**src/rtl/strength_fmt_pkg.sv**
```systemverilog
// strength_fmt_pkg
// Shared types and constants for the %v strength-format decoder:
//   strength_e  - 3-bit drive strength code (Hi=0 .. Su=7)
//   value_e     - 2-bit logic value code (0, 1, X, Z)
//   dec_state_e - decoder FSM state encoding
//   CH_*        - ASCII separator, mnemonic and value character constants
// No ports (package).
package strength_fmt_pkg;

  typedef enum logic [2:0] {
    STR_HI = 3'd0,
    STR_SM = 3'd1,
    STR_ME = 3'd2,
    STR_WE = 3'd3,
    STR_LA = 3'd4,
    STR_PU = 3'd5,
    STR_ST = 3'd6,
    STR_SU = 3'd7
  } strength_e;

  typedef enum logic [1:0] {
    VAL_0 = 2'd0,
    VAL_1 = 2'd1,
    VAL_X = 2'd2,
    VAL_Z = 2'd3
  } value_e;

  typedef enum logic [1:0] {
    ST_IDLE   = 2'd0,
    ST_GOT1   = 2'd1,
    ST_GOT2   = 2'd2,
    ST_RESYNC = 2'd3
  } dec_state_e;

  // separators
  localparam logic [7:0] CH_SPACE = 8'h20;
  localparam logic [7:0] CH_TAB   = 8'h09;
  localparam logic [7:0] CH_CR    = 8'h0D;
  localparam logic [7:0] CH_LF    = 8'h0A;

  // mnemonic letters
  localparam logic [7:0] CH_S  = 8'h53;
  localparam logic [7:0] CH_U  = 8'h75;  // 'u'
  localparam logic [7:0] CH_T  = 8'h74;  // 't'
  localparam logic [7:0] CH_P  = 8'h50;
  localparam logic [7:0] CH_L  = 8'h4C;
  localparam logic [7:0] CH_A  = 8'h61;  // 'a'
  localparam logic [7:0] CH_W  = 8'h57;
  localparam logic [7:0] CH_E  = 8'h65;  // 'e'
  localparam logic [7:0] CH_M  = 8'h4D;
  localparam logic [7:0] CH_LM = 8'h6D;  // 'm'
  localparam logic [7:0] CH_H  = 8'h48;
  localparam logic [7:0] CH_I  = 8'h69;  // 'i'

  // value characters
  localparam logic [7:0] CH_0  = 8'h30;
  localparam logic [7:0] CH_1  = 8'h31;
  localparam logic [7:0] CH_X  = 8'h58;
  localparam logic [7:0] CH_Z  = 8'h5A;
  localparam logic [7:0] CH_LX = 8'h78;  // 'x'
  localparam logic [7:0] CH_LZ = 8'h7A;  // 'z'

  function automatic logic is_sep(input logic [7:0] c);
    return (c == CH_SPACE) || (c == CH_TAB) || (c == CH_CR) || (c == CH_LF);
  endfunction

  function automatic logic is_first_letter(input logic [7:0] c);
    return (c == CH_S) || (c == CH_P) || (c == CH_L) ||
           (c == CH_W) || (c == CH_M) || (c == CH_H);
  endfunction

endpackage

```
**src/rtl/strength_fmt_decoder_if.sv**
```systemverilog
// strength_fmt_decoder_if
// Character-in / token-out stream bundle for the strength-format decoder.
//   in_valid, in_char[7:0], in_ready          - ASCII character stream
//   out_valid, out_ready                      - token handshake
//   out_value[1:0], out_strength[2:0], out_error - decoded token
// master: stream source and token sink; slave: the decoder.
interface strength_fmt_decoder_if;
  logic       in_valid;
  logic [7:0] in_char;
  logic       in_ready;
  logic       out_valid;
  logic       out_ready;
  logic [1:0] out_value;
  logic [2:0] out_strength;
  logic       out_error;

  modport master (
    output in_valid, in_char, out_ready,
    input  in_ready, out_valid, out_value, out_strength, out_error
  );

  modport slave (
    input  in_valid, in_char, out_ready,
    output in_ready, out_valid, out_value, out_strength, out_error
  );
endinterface

```
**src/rtl/strength_mnemonic_lut.sv**
```systemverilog
// strength_mnemonic_lut
// Combinational two-letter mnemonic to strength code lookup (case-exact).
//   c0[7:0]   in  - first mnemonic letter
//   c1[7:0]   in  - second mnemonic letter
//   strength  out - strength code (STR_HI when not legal)
//   legal     out - 1 when {c0,c1} is one of Su St Pu La We Me Sm Hi
module strength_mnemonic_lut
  import strength_fmt_pkg::*;
(
  input  logic [7:0] c0,
  input  logic [7:0] c1,
  output strength_e  strength,
  output logic       legal
);

  always_comb begin
    strength = STR_HI;
    legal    = 1'b1;
    case ({c0, c1})
      {CH_S, CH_U}:  strength = STR_SU;
      {CH_S, CH_T}:  strength = STR_ST;
      {CH_P, CH_U}:  strength = STR_PU;
      {CH_L, CH_A}:  strength = STR_LA;
      {CH_W, CH_E}:  strength = STR_WE;
      {CH_M, CH_E}:  strength = STR_ME;
      {CH_S, CH_LM}: strength = STR_SM;
      {CH_H, CH_I}:  strength = STR_HI;
      default:       legal    = 1'b0;
    endcase
  end

endmodule

```
**src/rtl/strength_fmt_decoder.sv**
```systemverilog
// strength_fmt_decoder
// Decodes a %v-format ASCII stream of three-character tokens
// (strength mnemonic + value char) into value/strength codes.
//   clk          in  - clock, rising edge
//   rst          in  - asynchronous active-high reset
//   bus (slave)      - in_valid/in_char/in_ready character stream,
//                      out_valid/out_ready token handshake with
//                      out_value, out_strength, out_error
// Parameter ACCEPT_LOWER: accept 'x'/'z' as 'X'/'Z'.
//
// state     | meaning
// ----------+-----------------------------------------------
// IDLE      | between tokens, separators consumed silently
// GOT1      | first mnemonic letter held
// GOT2      | full mnemonic held, waiting for value char
// RESYNC    | after an error, drop chars until a separator
module strength_fmt_decoder
  import strength_fmt_pkg::*;
#(
  parameter bit ACCEPT_LOWER = 1'b1
) (
  input logic                  clk,
  input logic                  rst,
  strength_fmt_decoder_if.slave bus
);

  dec_state_e state_q, state_d;
  logic [7:0] c0_q;
  strength_e  str_q;

  logic       out_valid_q, out_error_q;
  logic [1:0] out_value_q;
  logic [2:0] out_strength_q;
  logic       pend_err_q;

  logic [7:0] ch;
  logic       accept, slot_free;
  strength_e  lut_str;
  logic       lut_legal;
  value_e     val;
  logic       val_legal;

  logic       ld_c0, ld_str, emit, emit_err;
  value_e     emit_val;
  strength_e  emit_str;

  assign ch        = bus.in_char;
  // Only a char in GOT1/GOT2 can complete a token, so only there must we
  // stall while the output slot is occupied.
  assign bus.in_ready = !(out_valid_q && !bus.out_ready &&
                          (state_q == ST_GOT1 || state_q == ST_GOT2));
  assign accept    = bus.in_valid && bus.in_ready;
  assign slot_free = !out_valid_q || bus.out_ready;

  strength_mnemonic_lut u_lut (
    .c0       (c0_q),
    .c1       (ch),
    .strength (lut_str),
    .legal    (lut_legal)
  );

  always_comb begin
    val       = VAL_0;
    val_legal = 1'b1;
    case (ch)
      CH_0:  val = VAL_0;
      CH_1:  val = VAL_1;
      CH_X:  val = VAL_X;
      CH_Z:  val = VAL_Z;
      CH_LX: begin val = VAL_X; val_legal = ACCEPT_LOWER; end
      CH_LZ: begin val = VAL_Z; val_legal = ACCEPT_LOWER; end
      default: val_legal = 1'b0;
    endcase
  end

  always_ff @(posedge clk or posedge rst) begin
    if (rst) state_q <= ST_IDLE;
    else     state_q <= state_d;
  end

  always_comb begin
    state_d  = state_q;
    ld_c0    = 1'b0;
    ld_str   = 1'b0;
    emit     = 1'b0;
    emit_err = 1'b0;
    emit_val = VAL_0;
    emit_str = STR_HI;
    if (accept) begin
      case (state_q)
        ST_IDLE: begin
          if (is_sep(ch)) begin
            state_d = ST_IDLE;
          end else if (is_first_letter(ch)) begin
            state_d = ST_GOT1;
            ld_c0   = 1'b1;
          end else begin
            state_d  = ST_RESYNC;
            emit     = 1'b1;
            emit_err = 1'b1;
          end
        end
        ST_GOT1: begin
          // the LUT rejects separators and non-ASCII bytes as well
          if (lut_legal) begin
            state_d = ST_GOT2;
            ld_str  = 1'b1;
          end else begin
            state_d  = ST_RESYNC;
            emit     = 1'b1;
            emit_err = 1'b1;
          end
        end
        ST_GOT2: begin
          // Z belongs to Hi and Hi only takes Z
          if (val_legal && ((str_q == STR_HI) == (val == VAL_Z))) begin
            state_d  = ST_IDLE;
            emit     = 1'b1;
            emit_val = val;
            emit_str = str_q;
          end else begin
            state_d  = ST_RESYNC;
            emit     = 1'b1;
            emit_err = 1'b1;
          end
        end
        default: begin
          if (is_sep(ch)) state_d = ST_IDLE;
        end
      endcase
    end
  end

  always_ff @(posedge clk or posedge rst) begin
    if (rst) begin
      c0_q <= 8'h00;
      str_q <= STR_HI;
    end else begin
      if (ld_c0)  c0_q  <= ch;
      if (ld_str) str_q <= lut_str;
    end
  end

  // An error found in IDLE while the output is stalled cannot be refused,
  // so it is parked in pend_err_q and issued once the slot frees. Further
  // errors arriving while one is parked collapse into it.
  always_ff @(posedge clk or posedge rst) begin
    if (rst) begin
      out_valid_q    <= 1'b0;
      out_error_q    <= 1'b0;
      out_value_q    <= 2'd0;
      out_strength_q <= 3'd0;
      pend_err_q     <= 1'b0;
    end else if (slot_free) begin
      if (pend_err_q) begin
        out_valid_q    <= 1'b1;
        out_error_q    <= 1'b1;
        out_value_q    <= 2'd0;
        out_strength_q <= 3'd0;
        pend_err_q     <= emit;
      end else if (emit) begin
        out_valid_q    <= 1'b1;
        out_error_q    <= emit_err;
        out_value_q    <= emit_val;
        out_strength_q <= emit_str;
      end else begin
        out_valid_q    <= 1'b0;
      end
    end else if (emit) begin
      pend_err_q <= 1'b1;
    end
  end

  assign bus.out_valid    = out_valid_q;
  assign bus.out_error    = out_error_q;
  assign bus.out_value    = out_value_q;
  assign bus.out_strength = out_strength_q;

endmodule
```
**src/flat_wrapper.sv**
```systemverilog
// flat-port wrapper written by rule: the top's interface ports become plain ports
module strength_fmt_decoder_flat import strength_fmt_pkg::*;
#(
  parameter bit ACCEPT_LOWER = 1'b1
)
  (clk, rst, bus_in_valid, bus_in_char, bus_out_ready, bus_in_ready, bus_out_valid, bus_out_value, bus_out_strength, bus_out_error);
  strength_fmt_decoder_if bus_i ();
  input logic clk;
  input logic rst;
  input wire logic [$bits(bus_i.in_valid)-1:0] bus_in_valid;
  input wire logic [$bits(bus_i.in_char)-1:0] bus_in_char;
  input wire logic [$bits(bus_i.out_ready)-1:0] bus_out_ready;
  output wire logic [$bits(bus_i.in_ready)-1:0] bus_in_ready;
  output wire logic [$bits(bus_i.out_valid)-1:0] bus_out_valid;
  output wire logic [$bits(bus_i.out_value)-1:0] bus_out_value;
  output wire logic [$bits(bus_i.out_strength)-1:0] bus_out_strength;
  output wire logic [$bits(bus_i.out_error)-1:0] bus_out_error;
  assign bus_i.in_valid = bus_in_valid;
  assign bus_i.in_char = bus_in_char;
  assign bus_i.out_ready = bus_out_ready;
  assign bus_in_ready = bus_i.in_ready;
  assign bus_out_valid = bus_i.out_valid;
  assign bus_out_value = bus_i.out_value;
  assign bus_out_strength = bus_i.out_strength;
  assign bus_out_error = bus_i.out_error;
  strength_fmt_decoder #(.ACCEPT_LOWER(ACCEPT_LOWER)) u_core (.clk(clk), .rst(rst), .bus(bus_i));
endmodule
```
**config.mk**
```make
export PLATFORM = sky130hd
export DESIGN_NAME = strength_fmt_decoder_flat
export DESIGN_NICKNAME = d
export VERILOG_FILES = /design/src/rtl/strength_fmt_pkg.sv /design/src/rtl/strength_fmt_decoder_if.sv /design/src/rtl/strength_mnemonic_lut.sv /design/src/rtl/strength_fmt_decoder.sv /design/src/flat_wrapper.sv
export SDC_FILE = /design/constraint.sdc
export NUM_CORES = 1
export LEC_CHECK = 0
export CELL_PAD_IN_SITES_DETAIL_PLACEMENT = 0
export CELL_PAD_IN_SITES_GLOBAL_PLACEMENT = 1
export CORE_MARGIN = 4
export CORE_UTILIZATION = 42
export DETAILED_ROUTE_END_ITERATION = 16
export PLACE_DENSITY_LB_ADDON = 0.1
export REMOVE_ABC_BUFFERS = 1
export SLEW_MARGIN = 10
export SYNTH_ARGS = -nofsm -noshare
export SYNTH_HDL_FRONTEND = slang
export SYNTH_HIERARCHICAL = 1
export SYNTH_SLANG_ARGS = --single-unit
```
**constraint.sdc**
```tcl
create_clock -name clk -period 2.4 [get_ports clk]
set_input_delay 0.6 -clock clk [delete_from_list [all_inputs] [get_ports clk]]
set_output_delay 0.6 -clock clk [all_outputs]
set_load 0.05 [all_outputs]
```
; After elaboration in Yosys (flattened, before gate mapping)
; Index checks and enable logic that the tools add are counted.
; Widths: inputs -> output; s select.
[word_totals]
ff_bits = 21
latchBits = 0
mem_bits_rw = 0
mem_bits_ro = 0
in_bits = 12
n_memories = 0
[op_classes]
add_sub_neg = 0
n_mul = 0
div_mod_pow = 0
n_lt_le_gt_ge = 0
n_eq_ne = 28
shifts = 0
mux = 42
n_bitwise = 0
n_reduce_logical = 28
[ops]
columns = operator, n
row1 = $eq 16x15->1 const B, 8
row2 = $eq 8x7->1 const B, 10
row3 = $eq 8x4->1 const B, 3
row4 = $eq 8x6->1 const B, 3
row5 = $mux 1, 23
row6 = $pmux 3 s7, 1
row7 = $mux 2, 9
row8 = $mux 3, 5
row9 = $pmux 2 s3, 2
row10 = $logic_or 1x1->1, 10
row11 = $reduce_or 8->1, 1
row12 = $pmux 1 s3, 2
row13 = $reduce_or 6->1, 1
row14 = $eq 2x2->1 const B, 2
row15 = $logic_and 1x1->1, 4
row16 = $reduce_and 2->1, 2
row17 = $reduce_bool 2->1, 2
row18 = $reduce_bool 4->1, 1
row19 = $reduce_or 2->1, 2
row20 = $logic_not 1->1, 3
row21 = $logic_not 3->1, 1
row22 = $eq 2x1->1 const B, 1
row23 = $logic_not 2->1, 1
row24 = $eq 1x1->1, 1

; Depth between registers and ports, before layout
; Gate-level depths: netlist of run 1.
[depth]
depth_word = 12
ltp_mapped = 8

; Cells and area by module
; Netlist of run 1, hierarchy kept.
[by_module_without_submodules]
columns = mod, n_inst, cells_each, area_each_um2
row1 = strength_fmt_decoder, 1, 109, 1164.9
row2 = strength_mnemonic_lut, 1, 31, 237.7

; Worst setup path after synthesis of run 1
; Ideal clock, no wire load.
[synth_path]
path_kind = flip-flop to flip-flop
startpoint = register u_core.out_valid_q, in the netlist u_core/bus.out_valid
endpoint = register u_core.c0_q[1]
setup_time_ns = 0.125
arrival_ns = 2.181
path_slack_ns = 0.095
stages_incl_launch_ff = 7
path_buffers = 1
period_less_slack_ns = 2.305
cell_sequence = dfrtp_1 > nor2b_1 > nand2_1 > and2_1 > nand3_1 > buf_2 > mux2_2
[synth_between]
elab_chain_cells = 5
[synth_rtl]
columns = item, line
row1 = "start, declared", strength_fmt_decoder.sv:31  ; logic out_valid_q, out_error_q;
row2 = "start signal, assigned", strength_fmt_decoder.sv:149  ; out_valid_q <= 1'b0;
row3 = "start signal, assigned", strength_fmt_decoder.sv:156  ; out_valid_q <= 1'b1;
row4 = "start signal, assigned", strength_fmt_decoder.sv:162  ; out_valid_q <= 1'b1;
row5 = $logic_and 1x1->1 (2 in series), strength_fmt_decoder.sv:50  ; assign bus.in_ready = !(out_valid_q && !bus.out_ready &&
row6 = $logic_not 1->1, strength_fmt_decoder.sv:50
row7 = named net bus_in_ready, flat_wrapper.sv:13  ; output wire logic [$bits(bus_i.in_ready)-1:0] bus_in_ready;
row8 = $logic_and 1x1->1, strength_fmt_decoder.sv:52  ; assign accept = bus.in_valid && bus.in_ready;
row9 = $mux 1, strength_fmt_decoder.sv:89  ; if (accept) begin
row10 = "end signal, assigned", strength_fmt_decoder.sv:139  ; if (ld_c0) c0_q <= ch;
row11 = "end, declared", strength_fmt_decoder.sv:28  ; logic [7:0] c0_q;
; The timed path passes the listed nets, and every way through them passes these cells.
; A chain may end at the register's enable or synchronous reset.

; Final worst setup path of run 1
[layout_path]
startpoint = input bus_in_char[7]
endpoint = register u_core.out_value_q[0], in the netlist u_core/bus.out_value[0]
[layout_between]
elab_chain_cells = 12
[layout_rtl]
columns = item, line
row1 = "start, declared", flat_wrapper.sv:11  ; input wire logic [$bits(bus_i.in_char)-1:0] bus_in_char;
row2 = "parallel branches: the longest is 12 deep, another holds $eq 8x7->1", -
row3 = "end signal, assigned", strength_fmt_decoder.sv:164  ; out_value_q <= emit_val;
row4 = "end, declared", strength_fmt_decoder.sv:32  ; logic [1:0] out_value_q;
; Parallel ways; which one is timed is not known. The select of a mux whose other input is x is not followed.

==> results of run 1 <==
-- worst max-delay path, stage by stage --
cell and delay [ns]:
dlygate4sd2_1 0.30, or4_4 0.55, a211oi_4 0.25, nor3b_2 0.09
nor2b_4 0.16, o41ai_4 0.40, a22o_1 0.21
-- flip-flops by register name (all words and copies together), names as in the netlist --
register and count:
u_core/bus.out_strength 3, u_core/bus.out_valid 1, u_core/bus.out_error 1, u_core/c0_q 8, u_core/state_q 2, u_core/str_q 3, u_core/pend_err_q 1, u_core/bus.out_value 2
-- report_power, final --
group | leakage [uW] | internal (uW) | switching (uW)
combinational | 0.000607 | 334 | 407
sequential | 0.000279 | 420 | 76.4
clock | 0.0000177 | 62.1 | 116
-- per-layer routing --
metal | global-route usage, % | share of wire [%]
met4 | 4.92 | 1.1
met1 | 24.4 | 46
met3 | 3.23 | 4.0
met5 | 0 | 0
met2 | 31.8 | 49
-- how the worst min path moves through the flow --
stage / depth (start not counted) / startpoint / endpoint
2_1_floorplan: 1 / u_core/c0_q[6] / u_core/c0_q[6]
3_3_place_gp: 1 / u_core/c0_q[6] / u_core/c0_q[6]
3_5_place_dp: 1 / u_core/c0_q[6] / u_core/c0_q[6]
4_1_cts: 1 / u_core/c0_q[6] / u_core/c0_q[6]
5_1_grt: 2 / u_core/bus.out_error / u_core/bus.out_error
6_report: 2 / u_core/bus.out_error / u_core/bus.out_error
-- layout make-up --
class	count	share of cell area (%)
Sequential cell	21	25.9
Inverter	10	1.84
Clock buffer	3	1.11
Clock inverter	1	0.246
Timing Repair Buffer	54	22.5
Multi-Input combinational cell	106	45.7
Tap cell	44	2.70
-- cells in the final DEF, fill, tap and decap left out, types with 4 or more instances in the layout --
cell type        count
buf_4               35
dfrtp_1             20
clkdlybuf4s50_1     10
nand2_1             10
inv_1               10
o21ai_0              8
mux2_2               5
a22o_1               5
dlymetal6s2s_1       4
dlygate4sd2_1        4
o31ai_1              4
nor3_1               4
ha_1                 4
-- cells by family (layout without fill, tap and decap cells) --
group / count (synthesis) / count (layout)
AOI/OAI and AO/OA: 32 / 32
xor gates and xnor gates: 2 / 2
adders and majority gates: 4 / 4
buffers and inverters: 13 / 68
DFF: 21 / 21
muxes: 5 / 5
and+or+nand+nor: 63 / 63
-- through the flow --
stage / setup WS, ns / power (uW) / TNS [ns] / cells
CTS: 0.00123 / 1390 / 0 / 235
global route: 0.00711 / 1520 / 0 / 239
detailed placement: -0.469 / 1170 / -7.45 / 229
finish: 0.0968 / 1420 / 0 / 239
global placement: -0.392 / 1140 / -6.55 / 229
floorplan: 0.103 / 921 / 0 / 137
-- what timing repair did --
item                                    CTS  global route
pin swaps                                 5             9
buffers inserted                          2             4
endpoints found under the setup margin   13            17
gates resized for setup                  15            16
==> results.md, run 1 <==
* R2R depth at 7
* Iteration-0 DRC Markers at 91
* Detailed-route wire length per cell at 15.6 um
* RD Place Congestion at 0.925
* R2r setup slk at 0.16 ns
* # nets final at 212
* Reg2reg end: u_core/bus.out_value[0]
* Num CTS Buffers at 3
* DRC Markers at 0
* Simple-Gate Fraction of Synth Area at 31.1%
* Sequential area share after synthesis at 37.5%
* Hold Fails Final Rpt at 0
* CTS root buf: clkbuf_4
* Commonest cells post-synth: 21 x dfrtp_1, 10 x inv_1, 10 x nand2_1
* Largest net degree at the start of global routing at 22
* Later-pin clock latency in the skew report at 0.30 ns
* All-layer global routing usage at 18.7%
* Io pins at 20
* Starting Density at 44.8%
* RSZ-0062 raised after global routing: false
* Die Y at 65.8 um
* Largest family of logic cells by synthesized area: simple AND/OR/NAND/NOR gates
* Leakage at 0.000904 uW
* Crit end category: flip-flop
* Post-synth cell types at 47
* Cts hold-fix bufs at 0
* Post-DP HPWL at 2830 um
* Routed Antenna Nets at 0
* Clk_skew at 0.00171 ns
* Max_slew headroom at 65.3%
* Placed cell areas at 0.00184 mm2
* First-pass GRT wire length at 6290 um
* CTS sink count at 21
* Synth Area in XOR/XNOR at 1.25%
* Ys async rst share at 100%
* Synth Flop Type: dfrtp_1
* Count leader, synth: dfrtp_1
* Critical path endpoint: u_core/bus.out_value[0]
* Hold crit path type: reg -> reg
* Number of synthesized flops with an enable pin at 0
* Cell area after layout at 0.00204 mm2
* Final Util at 65.1%
* DIE AREA at 0.00433 mm2
* CTS tree: yes
* Area Overhead vs Synth at 45.2%
* Reg area at 527 um2
* Synth top area share at 37.5%
* Syn. warnings at 6
* VDD IR-drop max at 0.250 mV
* Drt pass-1 iters at 4
* Vias/cell at 5.46
* Status: complete, no violations
* Crit path time final at 2.30 ns
* WHS at 0.486 ns
* Synth Area in Adders at 3.57%
* H-tree levels at 1
* Required @ worst endpoint at 2.65 ns
* R2R Path Start: u_core/c0_q[4]
* Register bit total from synthesis at 21
* Worst Path Arrival at 2.56 ns
* Via count at 1306
* Post-Synthesis Cells at 140
* Critical Path Fanout Max at 6
* Synth Area per Inst at 10.0 um2
* Die width at 65.8 um
* Initial antenna violation count at 0
* Synth Area in Compound Gates at 18.4%
* DRT Wirelength at 3730 um
* Clock Path Buffers at 2
* Period utilization at 96.0%
* Fmax at 0.434 GHz
* Multi-input gate area at 931 um2
* Grt ovf at 0
* Cell accounting for the most synthesized area: dfrtp_1
* Pwr dens at 695 mW/mm2
* Layout fillers at 263
* Netlist Area Pre-Place at 0.00140 mm2
* Pins Over Slew Limit at 0
* Startpoint Class: input pin
* Crit Path Category: in -> reg
* Row cnt at 20
* Share of cells above drive strength 1 at 35.9%
* Vias in the first global route at 1358
* Critical Path Start: bus_in_char[7]
* Core area at 0.00313 mm2
* ANT cells at 0
* Max-cap violation count at 0
* # setup viols final at 0
* IO buf count at 19
* Synth top area cells: dfrtp_1 37%, mux2_2 4.0%, ha_1 3.6%, o21ai_0 3.2%, a22o_1 3.1%
* Mux share of post-synthesis cell area at 4.01%
* Reg clk slew, reported paths at 0.13 ns
* Worst-Margin Slew at 0.516 ns
Power figures use the tool's default switching activity.
==> run 2: changes to the inputs <==
--- a/config.mk
+++ b/config.mk
@@ -10,8 +10,10 @@
 export CORE_MARGIN = 4
 export CORE_UTILIZATION = 42
 export DETAILED_ROUTE_END_ITERATION = 16
+export HOLD_SLACK_MARGIN = 0.1
 export PLACE_DENSITY_LB_ADDON = 0.1
 export REMOVE_ABC_BUFFERS = 1
+export SETUP_SLACK_MARGIN = 0.05
 export SLEW_MARGIN = 10
 export SYNTH_ARGS = -nofsm -noshare
 export SYNTH_HDL_FRONTEND = slang
==> results.md, run 2 (synthesis gave the netlist of run 1 again) <==
* Crit path time final at 2.26 ns (-0.0482 ns)
* Area Overhead vs Synth at 44.3%
* Hold Fails Final Rpt at 0 (unchanged)
* Startpoint Class: input pin
* All-layer global routing usage at 18.8% (+0.072 points)
* Via count at 1304 (-0.15%)
* Pre-CTS WS at -0.469 ns (unchanged)
* RSZ-0062 raised after global routing: false
* Largest register FFs at 8 (unchanged)
* Io pins at 20 (unchanged)
* Share of cells above drive strength 1 at 37.2% (+1.3 points)
* Post-DP HPWL at 2830 um (unchanged)
* Initial antenna violation count at 0 (unchanged)
* Pwr dens at 716 mW/mm2 (+3.0%)
* Crit end category: flip-flop
* IO buf count at 19 (unchanged)
* Vias in the first global route at 1355 (-0.22%)
* Cts hold-fix bufs at 0 (unchanged)
* Fmax at 0.443 GHz (+2.1%)
* First-pass GRT wire length at 6320 um (+0.45%)
* Grt ovf at 0 (unchanged)
* Drt pass-1 iters at 5 (+1)
* Worst-Margin Slew at 0.499 ns (-0.0172 ns)
* Vias/cell at 5.43 (-0.57%)
* Most common cell after layout, fill and taps aside: buf_4
* Routed Antenna Nets at 0 (unchanged)
* # setup viols final at 0 (unchanged)
* CTS tree: yes
* Largest net degree at the start of global routing at 22 (unchanged)
* VDD IR-drop max at 0.244 mV (-2.5%)
* Crit Path Category: in -> reg
* Required @ worst endpoint at 2.66 ns (about the same)
* DRT Wirelength at 3700 um (-0.70%)
* H-tree levels at 1 (unchanged)
* Pins Over Slew Limit at 0 (unchanged)
* Met2 Use GR at 31.9% (+0.13 points)
* Largest register by flop count: u_core/c0_q
* Later-pin clock latency in the skew report at 0.31 ns (about the same)
* Critical Path Fanout Max at 5 (-1)
* Met3 Track Usage GR at 3.23% (unchanged)
* Max-cap violation count at 0 (unchanged)
* Starting Density at 44.8% (unchanged)
* CTS root buf: clkbuf_4
* Period utilization at 94.0% (-2.0 points)
* Hold crit path type: reg -> reg
* Die width at 65.8 um (unchanged)
* Leakage at 0.000899 uW (-0.58%)
* Status: complete, no violations
* Worst Slack Setup Final at 0.145 ns (+0.0482 ns)
* Clock Path Buffers at 2 (unchanged)
* # nets final at 213 (+0.47%)
* Num CTS Buffers at 3 (unchanged)
* ANT cells at 0 (unchanged)
* Clk_skew at 0.00319 ns (+0.00149 ns)
* DRC Markers at 0 (unchanged)
* WHS at 0.487 ns (+0.00108 ns)
* Core area at 0.00313 mm2 (unchanged)
* Reg clk slew, reported paths at 0.13 ns (about the same)
* RD Place Congestion at 0.925 (unchanged)
* Iteration-0 DRC Markers at 64 (-30%)
* Most frequent cells in the layout: 35 x buf_4, 20 x dfrtp_1, 10 x clkdlybuf4s50_1, 10 x nand2_1, 10 x inv_1
* Grt peak-use layer: met2
* Row cnt at 20 (unchanged)
* Detailed-route wire length per cell at 15.4 um (-1.1%)
* Worst Path Arrival at 2.51 ns (-0.05 ns)
* CTS sink count at 21 (unchanged)
* Max_slew headroom at 66.5% (+1.2 points)
* DIE AREA at 0.00433 mm2 (unchanged)
* Die Y at 65.8 um (unchanged)
* M1 GR Usage at 24.5% (+0.11 points)
run 2: cell types whose count changed in the layout (fill, tap and decap cells not counted), sizes merged:
cell	previous run	this run
dlymetal6s2s	4	2
clkbuf	3	5
buf	36	37
run 2: worst max-delay path, cell delays in order:
cell	delay (ns)
dlygate4sd2_1	0.30
or3b_4	0.45
a211oi_4	0.28
nor3b_2	0.10
nor2b_4	0.17
o41ai_4	0.40
a22o_1	0.21
run 2: power by group:
group	internal (uW)	switching [uW]	leakage (uW)
Sequential	420	70.6	0.000279
Combinational	359	419	0.000602
Clock	62.2	119	0.0000177
Total	842	608	0.000899
run 2: layout make-up:
class / instances / area (um2)
Clock buffer: 3 / 22.5
Clock inverter: 1 / 5.00
Fill cell: 270 / 1100
Inverter: 10 / 37.5
Multi-Input combinational cell: 106 / 913
Sequential cell: 21 / 527
Tap cell: 44 / 55.1
Timing Repair Buffer: 55 / 464
run 2: metrics by stage:
stage	area, um2	setup TNS [ns]	std cells	utilization (%)	total power, uW
6_report	2020	0	240	64.7	1450
5_1_grt	2020	0	240	64.7	1550
4_1_cts	1970	0	236	63.0	1420
3_5_place_dp	1840	-7.45	229	58.9	1170
3_3_place_gp	1840	-6.55	229	58.9	1140
2_1_floorplan	1380	0	137	-	921
run 2: worst paths after layout:
check / slack [ns] / end / start / cells past startpoint
worst max register to register: 0.16 / u_core/pend_err_q / u_core/c0_q[3] / 8
max in group asynchronous: 1.56 / u_core/c0_q[4] / rst / 3
worst min register to register: 0.49 / u_core/bus.out_error / u_core/bus.out_error / 2
worst min-delay path: 0.49 / u_core/bus.out_error / u_core/bus.out_error / 2
min in group asynchronous: 0.60 / u_core/bus.out_strength[1] / rst / 3
worst max-delay path: 0.14 / u_core/bus.out_value[0] / bus_in_char[1] / 7
run 2: layer usage:
layer | vias up | wire, um
li1 | 649 | -
met1 | 622 | 1690
met2 | 27 | 1850
met3 | 6 | 130
met4 | 0 | 40
met5 | - | 0
run 2: what timing repair did:
item,in CTS,in global routing
gates resized for setup,21,12
pin swaps,7,6
setup endpoints to repair,15,17
hold endpoints to repair,0,0
setup buffers,3,4
==> run 3: changes to the inputs <==
--- a/config.mk
+++ b/config.mk
@@ -7,14 +7,13 @@
 export LEC_CHECK = 0
 export CELL_PAD_IN_SITES_DETAIL_PLACEMENT = 0
 export CELL_PAD_IN_SITES_GLOBAL_PLACEMENT = 1
-export CORE_MARGIN = 4
-export CORE_UTILIZATION = 42
+export CORE_MARGIN = 2
+export CORE_UTILIZATION = 38
 export DETAILED_ROUTE_END_ITERATION = 16
 export HOLD_SLACK_MARGIN = 0.1
 export PLACE_DENSITY_LB_ADDON = 0.1
 export REMOVE_ABC_BUFFERS = 1
 export SETUP_SLACK_MARGIN = 0.05
-export SLEW_MARGIN = 10
 export SYNTH_ARGS = -nofsm -noshare
 export SYNTH_HDL_FRONTEND = slang
 export SYNTH_HIERARCHICAL = 1
==> constraint.sdc (replaced) <==
create_clock -name clk -period 1.95 [get_ports clk]
set_input_delay 0.4875 -clock clk [delete_from_list [all_inputs] [get_ports clk]]
set_output_delay 0.4875 -clock clk [all_outputs]
set_load 0.05 [all_outputs]
==> results.md, run 3 (synthesis gave the netlist of run 1 again) <==
* Worst-Margin Slew at 0.580 ns (+0.0810 ns)
* CTS root buf: clkbuf_8
* CTS sink count at 21 (unchanged)
* Crit path time final at 2.15 ns
* Period utilization at 110%
* Largest net degree at the start of global routing at 22 (unchanged)
* R2R depth at 8 (unchanged)
* Layout fillers at 283 (+4.8%)
* IO buf count at 19 (unchanged)
* Max-cap violation count at 0 (unchanged)
* Most frequent cells in the layout: 60 x buf_4, 21 x dfrtp_1, 13 x buf_6, 9 x nand2_1, 8 x inv_1
* # nets final at 241 (+13%)
* CP Buf/Inv Count at 2 (+1)
* Io pins at 20 (unchanged)
* CTS tree: yes
* CP cell instances: buf_6 > buf_4 > nor4_2 > nand4_1 > nand3b_1 > nor2b_4 > o41ai_4 > a22o_1
* Largest register by flop count: u_core/c0_q
* VDD IR-drop max at 0.376 mV (+54%)
* Routed Antenna Nets at 0 (unchanged)
* Vias in the first global route at 1571 (+16%)
* Largest stage delay on the critical path at 0.43 ns (-0.02 ns)
* TNS Setup at -1.78 ns (-1.78 ns)
* Leakage at 0.00113 uW (+25%)
* Hold path depth at 1 (-1)
* Reg clk slew, reported paths at 0.09 ns (-0.04 ns)
* Post-DP HPWL at 2990 um (+5.7%)
* # setup viols final at 12 (+12)
* DRT Wirelength at 4470 um (+21%)
* Initial antenna violation count at 0 (unchanged)
* Required @ worst endpoint at 2.15 ns (-0.51 ns)
* All-layer global routing usage at 22.6% (+3.8 points)
* Area Overhead vs Synth at 75.6%
* Cts hold-fix bufs at 0 (unchanged)
* Row cnt at 22 (+10%)
* ANT cells at 0 (unchanged)
* Clock Path Buffers at 2 (unchanged)
* H-tree levels at 1 (unchanged)
* DRC Markers at 0 (unchanged)
* Worst Path Arrival at 2.35 ns (-0.16 ns)
* RD Place Congestion at 0.771 (-17%)
* Largest register FFs at 8 (unchanged)
* Clk_skew at 0.00335 ns (+0.000157 ns)
* Crit Path Category: reg -> reg
* Iteration-0 DRC Markers at 46 (-28%)
* Crit end category: flip-flop
* Grt ovf at 0 (unchanged)
* Pwr dens at 934 mW/mm2 (+30%)
* Via count at 1489 (+14%)
* DIE AREA at 0.00419 mm2 (-3.1%)
* Later-pin clock latency in the skew report at 0.26 ns (-0.05 ns)
* RSZ-0062 raised after global routing: true
* First-pass GRT wire length at 7330 um (+16%)
* Die width at 64.8 um (-1.6%)
* Status: finished with violations
* Hold crit path type: reg -> reg
* Starting Density at 38.9% (-5.9 points)
* Drt pass-1 iters at 4 (-1)
* Die Y at 64.8 um (-1.6%)
* Critical Path Fanout Max at 5 (unchanged)
* WP depth at 8 (+1)
* Hold Fails Final Rpt at 0 (unchanged)
* Share of cells above drive strength 1 at 57.6% (+20 points)
* Total power at 2300 uW (+59%)
* Core area at 0.00361 mm2 (+15%)
* Vias/cell at 5.47 (+0.75%)
* Num CTS Buffers at 3 (unchanged)
* Family with the most delay on the worst path: simple AND/OR/NAND/NOR gates
* Worst Slack Setup Final at -0.204 ns (-0.349 ns)
* Failing checks: negative setup slack
* Fmax at 0.464 GHz
* Most common cell after layout, fill and taps aside: buf_4
* Pins Over Slew Limit at 0 (unchanged)
* Final Util at 68.3% (+3.6 points)
* Slowest cell on crit path: nor4_2
* Detailed-route wire length per cell at 16.4 um (+6.6%)
* Startpoint Class: flip-flop
* Max_slew headroom at 61.2% (-5.3 points)
## run 3: cell types whose count changed in the layout (fill, tap and decap cells not counted), sizes merged
cell,change
clkdlybuf4s50,-8
dlygate4sd2,-3
buf,+42
dlymetal6s2s,-2
clkbuf,-1
## run 3: worst paths after layout
path / start / endpoint / slack (ns)
max in group asynchronous: rst / u_core/c0_q[3] / 1.16
hold reg to reg: u_core/c0_q[6] / u_core/c0_q[6] / 0.48
setup reg to reg: u_core/c0_q[1] / u_core/bus.out_strength[0] / -0.20
hold / removal: u_core/c0_q[6] / u_core/c0_q[6] / 0.48
min in group asynchronous: rst / u_core/str_q[1] / 0.57
setup / recovery: u_core/c0_q[1] / u_core/bus.out_strength[0] / -0.20
## run 3: power breakdown
| part | switching, uW | internal, uW | total (uW) | leakage [uW] |
|---|---|---|---|---|
| registers | 80.9 | 517 | 598 | 0.000281 |
| clock network | 153 | 142 | 296 | 0.0000255 |
| logic | 707 | 698 | 1410 | 0.000821 |
## run 3: worst register-to-register path: stages (launching register included)
cell      delay [ns]
dfrtp_1         0.40
buf_6           0.14
buf_4           0.13
nor4_2          0.43
nand4_1         0.18
nand3b_1        0.20
nor2b_4         0.08
o41ai_4         0.33
a22o_1          0.22
## run 3: metal layers
metal / global-route usage, % / part of all wire, % / wire [um] / up-vias
met3: 2.43 / 2.5 / 111 / 6
met1: 26.9 / 43 / 1910 / 750
met4: 8.24 / 1.9 / 83 / 0
met2: 41.8 / 53 / 2370 / 23
li1: - / - / - / 710
met5: 0 / 0 / 0 / -
## run 3: layout make-up
class                           instances  area [um2]  area share [%]
Multi-Input combinational cell        106        1100            44.9
Tap cell                               48        60.1            2.44
Inverter                               10        37.5            1.52
Timing Repair Buffer                   83         688            27.9
Clock buffer                            3        41.3            1.68
Clock inverter                          1        5.00           0.203
Sequential cell                        21         526            21.3
## run 3: repair_timing
action,in CTS,in global routing
buffers inserted,11,10
setup endpoints to repair,22,20
pin swaps,24,21
resized for setup,79,28
## run 3: metrics by stage
stage                     hold WS, ns  area (um2)  cells  setup WS [ns]
after global placement          0.442        1950    249         -0.811
after floorplan                 0.424        1380    137         -0.347
after detailed placement        0.447        1950    249         -0.855
after CTS                       0.469        2270    263         -0.158
after global routing            0.498        2460    272         -0.294
final                           0.476        2460    272         -0.204
